$ cat config.mk
export PLATFORM = sky130hd
export DESIGN_NAME = systolic_feeder
export DESIGN_NICKNAME = d
export VERILOG_FILES = /design/src/rtl/systolic_feeder.sv
export SDC_FILE = /design/constraint.sdc
export NUM_CORES = 1
export LEC_CHECK = 0
export ABC_CLOCK_PERIOD_IN_PS = 4300
export BUFFER_PORTS_ARGS = -buffer_cell sky130_fd_sc_hd__buf_4
export CORE_MARGIN = 5
export CORE_UTILIZATION = 56
export DETAILED_ROUTE_END_ITERATION = 12
export PLACE_DENSITY_LB_ADDON = 0.12
export SLEW_MARGIN = 20
export SYNTH_ARGS = -nofsm -noshare
export SYNTH_HDL_FRONTEND = slang
export SYNTH_SLANG_ARGS = --single-unit
$ cat constraint.sdc
create_clock -name clk -period 4.3 [get_ports clk]
set_input_delay 1.075 -clock clk [delete_from_list [all_inputs] [get_ports clk]]
set_output_delay 1.075 -clock clk [all_outputs]
set_load 0.02 [all_outputs]
$ cat src/rtl/systolic_feeder.sv
// Transmit-side sequencer for the NxN systolic matrix-multiply array.
// Captures one A/B operand pair per job and drives the 2N-1 skewed a/b lanes
// as N diagonal wavefronts, each held HOLD cycles, then FLUSH_CYC zero cycles.
// Optional job counter: define SYSTOLIC_FEEDER_JOBCNT_EN to add job_cnt.
module systolic_feeder #(
  parameter int unsigned N         = 3,
  parameter int unsigned DW        = 8,
  parameter int unsigned HOLD      = 4,
  parameter int unsigned FLUSH_CYC = 16
) (
  input  logic                    clk,
  input  logic                    rst_n,
  input  logic                    in_valid,
  output logic                    in_ready,
  input  logic [N*N*DW-1:0]       a_flat,
  input  logic [N*N*DW-1:0]       b_flat,
  input  logic                    abort,
  output logic [(2*N-1)*DW-1:0]   a_lane,
  output logic [(2*N-1)*DW-1:0]   b_lane,
  output logic                    lane_valid,
  output logic                    busy,
  output logic                    done
`ifdef SYSTOLIC_FEEDER_JOBCNT_EN
  ,
  output logic [15:0]             job_cnt
`endif
);

  localparam int unsigned LW     = (2 * N - 1) * DW;
  localparam int unsigned MW     = N * N * DW;
  localparam int unsigned WaveW  = (N > 1) ? $clog2(N) : 1;
  localparam int unsigned HoldW  = (HOLD > 1) ? $clog2(HOLD) : 1;
  localparam int unsigned FlushW = (FLUSH_CYC > 1) ? $clog2(FLUSH_CYC) : 1;

  localparam logic [WaveW-1:0]  WaveLast  = WaveW'(N - 1);
  localparam logic [HoldW-1:0]  HoldLast  = HoldW'(HOLD - 1);
  localparam logic [FlushW-1:0] FlushLast = FlushW'((FLUSH_CYC > 0) ? FLUSH_CYC - 1 : 0);

  typedef enum logic [1:0] {StIdle, StFeed, StFlush, StDone} state_e;

  state_e            state_q;
  logic [WaveW-1:0]  wave_q;
  logic [HoldW-1:0]  hold_q;
  logic [FlushW-1:0] flush_q;
  logic [MW-1:0]     a_q;
  logic [MW-1:0]     b_q;

  // Wavefront k of A: row k of A lands on lanes k..k+N-1.
  function automatic logic [LW-1:0] a_wave(input logic [MW-1:0] m, input int k);
    logic [LW-1:0] r;
    r = '0;
    for (int j = 0; j < int'(N); j++) begin
      r[(k + j) * int'(DW) +: DW] = m[(k * int'(N) + j) * int'(DW) +: DW];
    end
    return r;
  endfunction

  // Wavefront k of B: column k of B lands on lanes k..k+N-1.
  function automatic logic [LW-1:0] b_wave(input logic [MW-1:0] m, input int k);
    logic [LW-1:0] r;
    r = '0;
    for (int j = 0; j < int'(N); j++) begin
      r[(k + j) * int'(DW) +: DW] = m[(j * int'(N) + k) * int'(DW) +: DW];
    end
    return r;
  endfunction

  // Job sequencer; every output is registered alongside the state.
  always_ff @(posedge clk or negedge rst_n) begin
    if (!rst_n) begin
      state_q    <= StIdle;
      wave_q     <= '0;
      hold_q     <= '0;
      flush_q    <= '0;
      a_q        <= '0;
      b_q        <= '0;
      a_lane     <= '0;
      b_lane     <= '0;
      lane_valid <= 1'b0;
      busy       <= 1'b0;
      done       <= 1'b0;
      in_ready   <= 1'b0;
    end else begin
      done <= 1'b0;
      unique case (state_q)
        StIdle: begin
          // in_ready is low for the first cycle out of reset, so gate on it.
          if (in_valid && in_ready) begin
            a_q        <= a_flat;
            b_q        <= b_flat;
            wave_q     <= '0;
            hold_q     <= '0;
            a_lane     <= a_wave(a_flat, 0);
            b_lane     <= b_wave(b_flat, 0);
            lane_valid <= 1'b1;
            busy       <= 1'b1;
            in_ready   <= 1'b0;
            state_q    <= StFeed;
          end else begin
            in_ready <= 1'b1;
          end
        end
        StFeed, StFlush: begin
          if (abort) begin
            state_q    <= StIdle;
            wave_q     <= '0;
            hold_q     <= '0;
            flush_q    <= '0;
            a_lane     <= '0;
            b_lane     <= '0;
            lane_valid <= 1'b0;
            busy       <= 1'b0;
            in_ready   <= 1'b1;
          end else if (state_q == StFeed) begin
            if (hold_q == HoldLast) begin
              hold_q <= '0;
              if (wave_q == WaveLast) begin
                wave_q <= '0;
                a_lane <= '0;
                b_lane <= '0;
                if (FLUSH_CYC == 0) begin
                  state_q    <= StDone;
                  done       <= 1'b1;
                  lane_valid <= 1'b0;
                  busy       <= 1'b0;
                end else begin
                  flush_q <= '0;
                  state_q <= StFlush;
                end
              end else begin
                wave_q <= wave_q + WaveW'(1);
                a_lane <= a_wave(a_q, int'(wave_q) + 1);
                b_lane <= b_wave(b_q, int'(wave_q) + 1);
              end
            end else begin
              hold_q <= hold_q + HoldW'(1);
            end
          end else begin
            if (flush_q == FlushLast) begin
              flush_q    <= '0;
              state_q    <= StDone;
              done       <= 1'b1;
              lane_valid <= 1'b0;
              busy       <= 1'b0;
            end else begin
              flush_q <= flush_q + FlushW'(1);
            end
          end
        end
        StDone: begin
          state_q  <= StIdle;
          in_ready <= 1'b1;
        end
        default: begin
          state_q <= StIdle;
        end
      endcase
    end
  end

`ifdef SYSTOLIC_FEEDER_JOBCNT_EN
  // Completed-job counter, saturating; aborted jobs never raise done.
  always_ff @(posedge clk or negedge rst_n) begin
    if (!rst_n) begin
      job_cnt <= '0;
    end else if (done && (job_cnt != 16'hFFFF)) begin
      job_cnt <= job_cnt + 16'd1;
    end
  end
`endif

endmodule

* Yosys cells after proc, flatten, opt, wreduce, memory -nomap -nowiden *
Index checks and enable logic that the tools add are counted.

storage, ports and cells
  register bits = 237
  output and inout bits = 84
  logic and storage cells = 119

operators by class
  add/sub/neg operators = 13
  multiply operators = 1
  equal/unequal tests = 17
  shift operators = 15
  muxes and demuxes = 50
  bitwise logic cells = 2
  reductions and logical operators = 10

operators by type and width
  operator                 count
  $mux 40                  10
  $shiftx 8x33->40         6
  $shiftx 72x32->8         3
  $bwmux 40                4
  $pmux 40 s2              2
  $shiftx 72x8->8          2
  $shift 8x33->40 const A  3
  $and 40x40->40           2
  $shiftx 72x7->8          1
  $neg 7->33               2
  $neg 6->33               1
  $add 29x2->29 const B    1
  $add 29x3->29 const B    1
  $mux 2                   14
  $mux 4                   5
  $ne 3x3->1 const B       4
  $ne 4x4->1 const B       3
  $reduce_and 4->1         3
  $mux 1                   10
  $eq 2x2->1 const B       4
  $pmux 2 s2               2
  $ne 3x2->1 const B       2
  $pmux 2 s3               1
  $reduce_and 3->1         2
  other kinds (18)         20

* Longest topological paths before layout *
  depth after elaboration = 12
  gate-level depth with buffers = 17
  mapped depth without buffers = 11

* Least setup slack after synthesis *
Ideal clock, no wire load.

  kind = reg2reg
  from = register wave_q[0]
  to = register a_lane[31]
  arrival time = 3.510 ns
  data required time = 4.212 ns
  slack = 0.702 ns
  cell stages (with the launch flop) = 18
  buffers on the path = 7
  period minus slack after synthesis = 3.598 ns
  cells stage by stage = dfrtp_1 > buf_2 > inv_1 > buf_2 > buf_2 > ha_1 > buf_6 > buf_8 > buf_6 > inv_1 > nor3_1 > ha_1 > nor2b_1 > nand4_1 > and3b_1 > clkbuf_1 > o21ai_0 > a41oi_1

on the way
  longest elaborated chain between the ends = 12
  elaborated cells between the ends (all ways) = 27

ends and longest elaborated chain
  element                                               RTL line  source
  from (decl)                                           42        logic [WaveW-1:0] wave_q;
  from (signal assigned)                                131       wave_q <= wave_q + WaveW'(1);
  $add 2x1->3                                           132       a_lane <= a_wave(a_q, int'(wave_q) + 1);
  $mul 3x2->5                                           53        r[(k + j) * int'(DW) +: DW] = m[(k * int'(N) + j) * int'(DW) +: DW];
  $add 29x2->29 or $shiftx 72x32->8 (tied branches)     53
  $shiftx 72x32->8 or $shiftx 8x33->40 (tied branches)  53
  $shiftx 8x33->40 or $and 40x40->40 (tied branches)    n/a
  $bwmux 40 (2 in a row)                                53
  $mux 40 *                                             117       if (wave_q == WaveLast) begin
  $mux 40 *                                             115       if (hold_q == HoldLast) begin
  $mux 40 *                                             114       end else if (state_q == StFeed) begin
  $mux 40 *                                             104       if (abort) begin
  $pmux 40 s2 *                                         85        unique case (state_q)
  to (signal assigned)                                  93        a_lane <= a_wave(a_flat, 0);
  to (signal assigned)                                  132
  to (decl)                                             18        output logic [(2*N-1)*DW-1:0] a_lane,

Mark *: on every way between the ends. The rest lies on a longest branch, timed or not. The select of a mux whose other input is x is not followed.
A chain may end at the register's enable or synchronous reset.

* Worst setup path in the final report *
  from = register wave_q[1]
  to = register b_lane[21]

on the way
  longest elaborated chain between the ends = 11
  elaborated cells between the ends (all ways) = 26

ends and longest elaborated chain
  element                                   RTL line  source
  $add 2x1->3                               133       b_lane <= b_wave(b_q, int'(wave_q) + 1);
  $add 2x3->4 (tied with other cells)       63        r[(k + j) * int'(DW) +: DW] = m[(j * int'(N) + k) * int'(DW) +: DW];
  $shiftx 72x8->8 (tied with other cells)   63
  $shiftx 8x33->40 (tied with other cells)  63
  $bwmux 40 (2 in a row)                    63
  $mux 40 *                                 117
  $mux 40 *                                 115
  $mux 40 *                                 114
  $mux 40 *                                 104
  $pmux 40 s2 *                             85
  to (signal assigned)                      94        b_lane <= b_wave(b_flat, 0);
  to (signal assigned)                      133
  to (decl)                                 19        output logic [(2*N-1)*DW-1:0] b_lane,

Marks and branches as above.

==> results.json <==
{
  "cpPeakStageDelay_ns": 0.77,
  "finalSetupTns_ns": 0,
  "cts_hold_buf": 0,
  "die_h_um": 159,
  "required_ns": 4.74,
  "die_w_um": 159,
  "drive_above_1_share": 0.225,
  "yosys-top-cells-area": "dfrtp_1 (46%), nand2_1 (15%), o21ai_0 (4.2%)",
  "setup-violations-final": 0,
  "p_per_area_mw_per_mm2": 815,
  "start_util": 0.570,
  "grt_pass1_wl_um": 65000,
  "track_usage": 0.315,
  "first_iter_violations": 1222,
  "path_max_fanout": 50,
  "leakagePower_nw": 7.31,
  "drcViolationCount": 0,
  "layout_worst_path_cycle_share": 0.881,
  "routed_wirelength_um": 41000,
  "synth.avg_cell_area_um2": 8.71,
  "synthArstFlopShare": 1.00,
  "syn_area_mm2": 0.0124,
  "drv_slew": 0,
  "cts_tree": "built",
  "ys_seq_elements": 229,
  "syn_to_final_growth_pct": 21.7,
  "port_buffers": 231,
  "dr.pass1.iters": 7,
  "cts-root-buf": "clkbuf_16",
  "totalPowerFinal_mw": 12.3,
  "status": "completed",
  "max_freq_mhz": 264,
  "relSlewSlack": 0.281,
  "cts-resized-gates": 0,
  "diodes": 0,
  "grt_pass1_vias": 11200,
  "cts_buffers": 25,
  "via_per_inst": 6.04,
  "clock_sinks": 229,
  "yosysWarnings": 0,
  "ant_nets": 0,
  "endpoint_kind": "register",
  "io_pins": 232,
  "htreeDepth": 1,
  "antenna_found_initial": 0,
  "rsz0062_at_grt": "no",
  "synth_ff_type": "dfrtp_1",
  "die-area_mm2": 0.0253,
  "hold_path.class": "reg2reg",
  "final_cell_count_no_fill": 1908,
  "max_slew.worst_pin.slew_ns": 1.08,
  "cts_buffer_depth": 3,
  "dp.cells": 1862,
  "num_vias": 11500,
  "crit_family": "simple AND/OR/NAND/NOR gates",
  "synth-edff-count": 0,
  "critical_path_class": "reg2reg",
  "synth_fp_nets": 1591,
  "clock_latency_ns": 0.53,
  "ys_types": 80,
  "cp-start-kind": "register",
  "grt_remaining_overflow": 0,
  "postCtsSetupRepairBufs": 0,
  "vdd.ir_drop.worst_v": 0.000457,
  "crit_chain": "inv_1 > ha_2 > buf_4 > nand2_1 > ha_1 > nand3_2 > nor4b_2 > a22oi_1 > o21ai_0",
  "dp_hpwl_um": 29500,
  "coreArea_mm2": 0.0218,
  "crit_buf_inv": 2,
  "synth_seq_area_share": 0.461,
  "critical_path_arrival_ns": 4.22,
  "synth_cells": 1428,
  "yosysTopAreaCellShare": 0.461,
  "grt_max_degree": 123,
  "final_nets": 1772,
  "critPathSlowestCell": "nor4b_2",
  "place_congestion": 0.931,
  "path_clk_slew_ns": 0.06,
  "rows": 54,
  "finClkSkew_ns": 0.0173,
  "cap_violations": 0,
  "min_period_ns": 3.79,
  "detail_route.wl_per_cell_um": 21.5,
  "yosysTopAreaCell": "dfrtp_1",
  "hold_viol": 0
}
stage by stage:
stage          worst slack, ns  instance area [um^2]  hold WS [ns]  utilization
2_1_floorplan            0.702                 12400         0.438            -
3_3_place_gp             0.762                 14300         0.451        0.654
3_5_place_dp             0.621                 14300         0.455        0.654
4_1_cts                  0.614                 15100         0.470        0.694
5_1_grt                  0.273                 15100         0.493        0.694
6_report                 0.512                 15100         0.465        0.694
power by group:
| group | internal (mW) | switching (mW) |
|---|---|---|
| Combinational | 2.27 | 3.87 |
| Clock | 1.34 | 0.900 |
| Sequential | 3.08 | 0.878 |
cell type report:
class / instances / area, um^2
Inverter: 29 / 109
Clock inverter: 13 / 150
Clock buffer: 33 / 706
Timing Repair Buffer: 256 / 1970
Tap cell: 280 / 350
Fill cell: 1728 / 6690
Sequential cell: 229 / 5730
Multi-Input combinational cell: 1068 / 6120
synth_stat cells, drive strengths merged (4+ instances only):
cell type and count:
nand2 510, dfrtp 229, o21ai 107, a21oi 66, clkbuf 55, buf 47, nor2 37, nand3 36
inv 29, nor2b 27, mux4 21, a22oi 19, a32o 17, and3 17, ha 15, mux2i 15
a211oi 14, a221oi 13, mux2 13, o31ai 13, a22o 11, nor3 11, a221o 10, nand2b 7
or3b 7, o21a 5, and2 4, and4 4, o211ai 4, or3 4
cell families after synthesis:
group	share of synthesized area
compound gates	0.163
xor+xnor	0.00735
fa+ha+maj	0.0151
buf+inv	0.0484
flops	0.461
mux	0.0619
simple gates	0.244
final timing paths:
| path | from | to | slack [ns] | cells past startpoint |
|---|---|---|---|---|
| max in group asynchronous | rst_n | b_q[38] | 2.81 | 2 |
| min in group asynchronous | rst_n | a_lane[1] | 0.62 | 1 |
| setup reg to reg | wave_q[1] | b_lane[21] | 0.51 | 9 |
| hold reg to reg | a_q[46] | a_q[46] | 0.46 | 2 |
| setup / recovery | wave_q[1] | b_lane[21] | 0.51 | 9 |
| hold / removal | a_q[46] | a_q[46] | 0.46 | 2 |
placed cells by master, fill, tap and decap left out, types with 11 or more instances in the layout:
| cell | count |
|---|---|
| and3_1 | 16 |
| clkbuf_16 | 25 |
| nand3_1 | 34 |
| o21ai_0 | 104 |
| nor2_1 | 35 |
| buf_4 | 252 |
| mux2_2 | 13 |
| nand2_1 | 510 |
| a32o_1 | 17 |
| a221oi_1 | 13 |
| a211oi_1 | 14 |
| inv_1 | 29 |
| ha_1 | 14 |
| a22o_1 | 11 |
| mux2i_1 | 15 |
| dfrtp_1 | 228 |
| mux4_2 | 21 |
| nor2b_1 | 27 |
| a22oi_1 | 19 |
| a21oi_1 | 66 |
sequential cells by signal, summed over array words and instances, names as in the netlist:
| name | cells |
|---|---|
| busy | 1 |
| b_lane | 40 |
| a_q | 72 |
| b_q | 64 |
| a_lane | 40 |
| hold_q | 2 |
| flush_q | 4 |
| in_ready | 1 |
| done | 1 |
| wave_q | 2 |
| state_q | 2 |
routing by layer:
metal  share of wire  global-route usage
met2            0.42               0.444
met1            0.45               0.494
met5               0                   0
met4           0.018              0.0617
met3            0.11              0.0844
worst min-delay path: cells and delay by family, from the launching register on:
kind / cells / cell delay, ns
flops: 1 / 0.33
simple gates: 2 / 0.10
No activity file was read; power rests on OpenSTA's default activity.
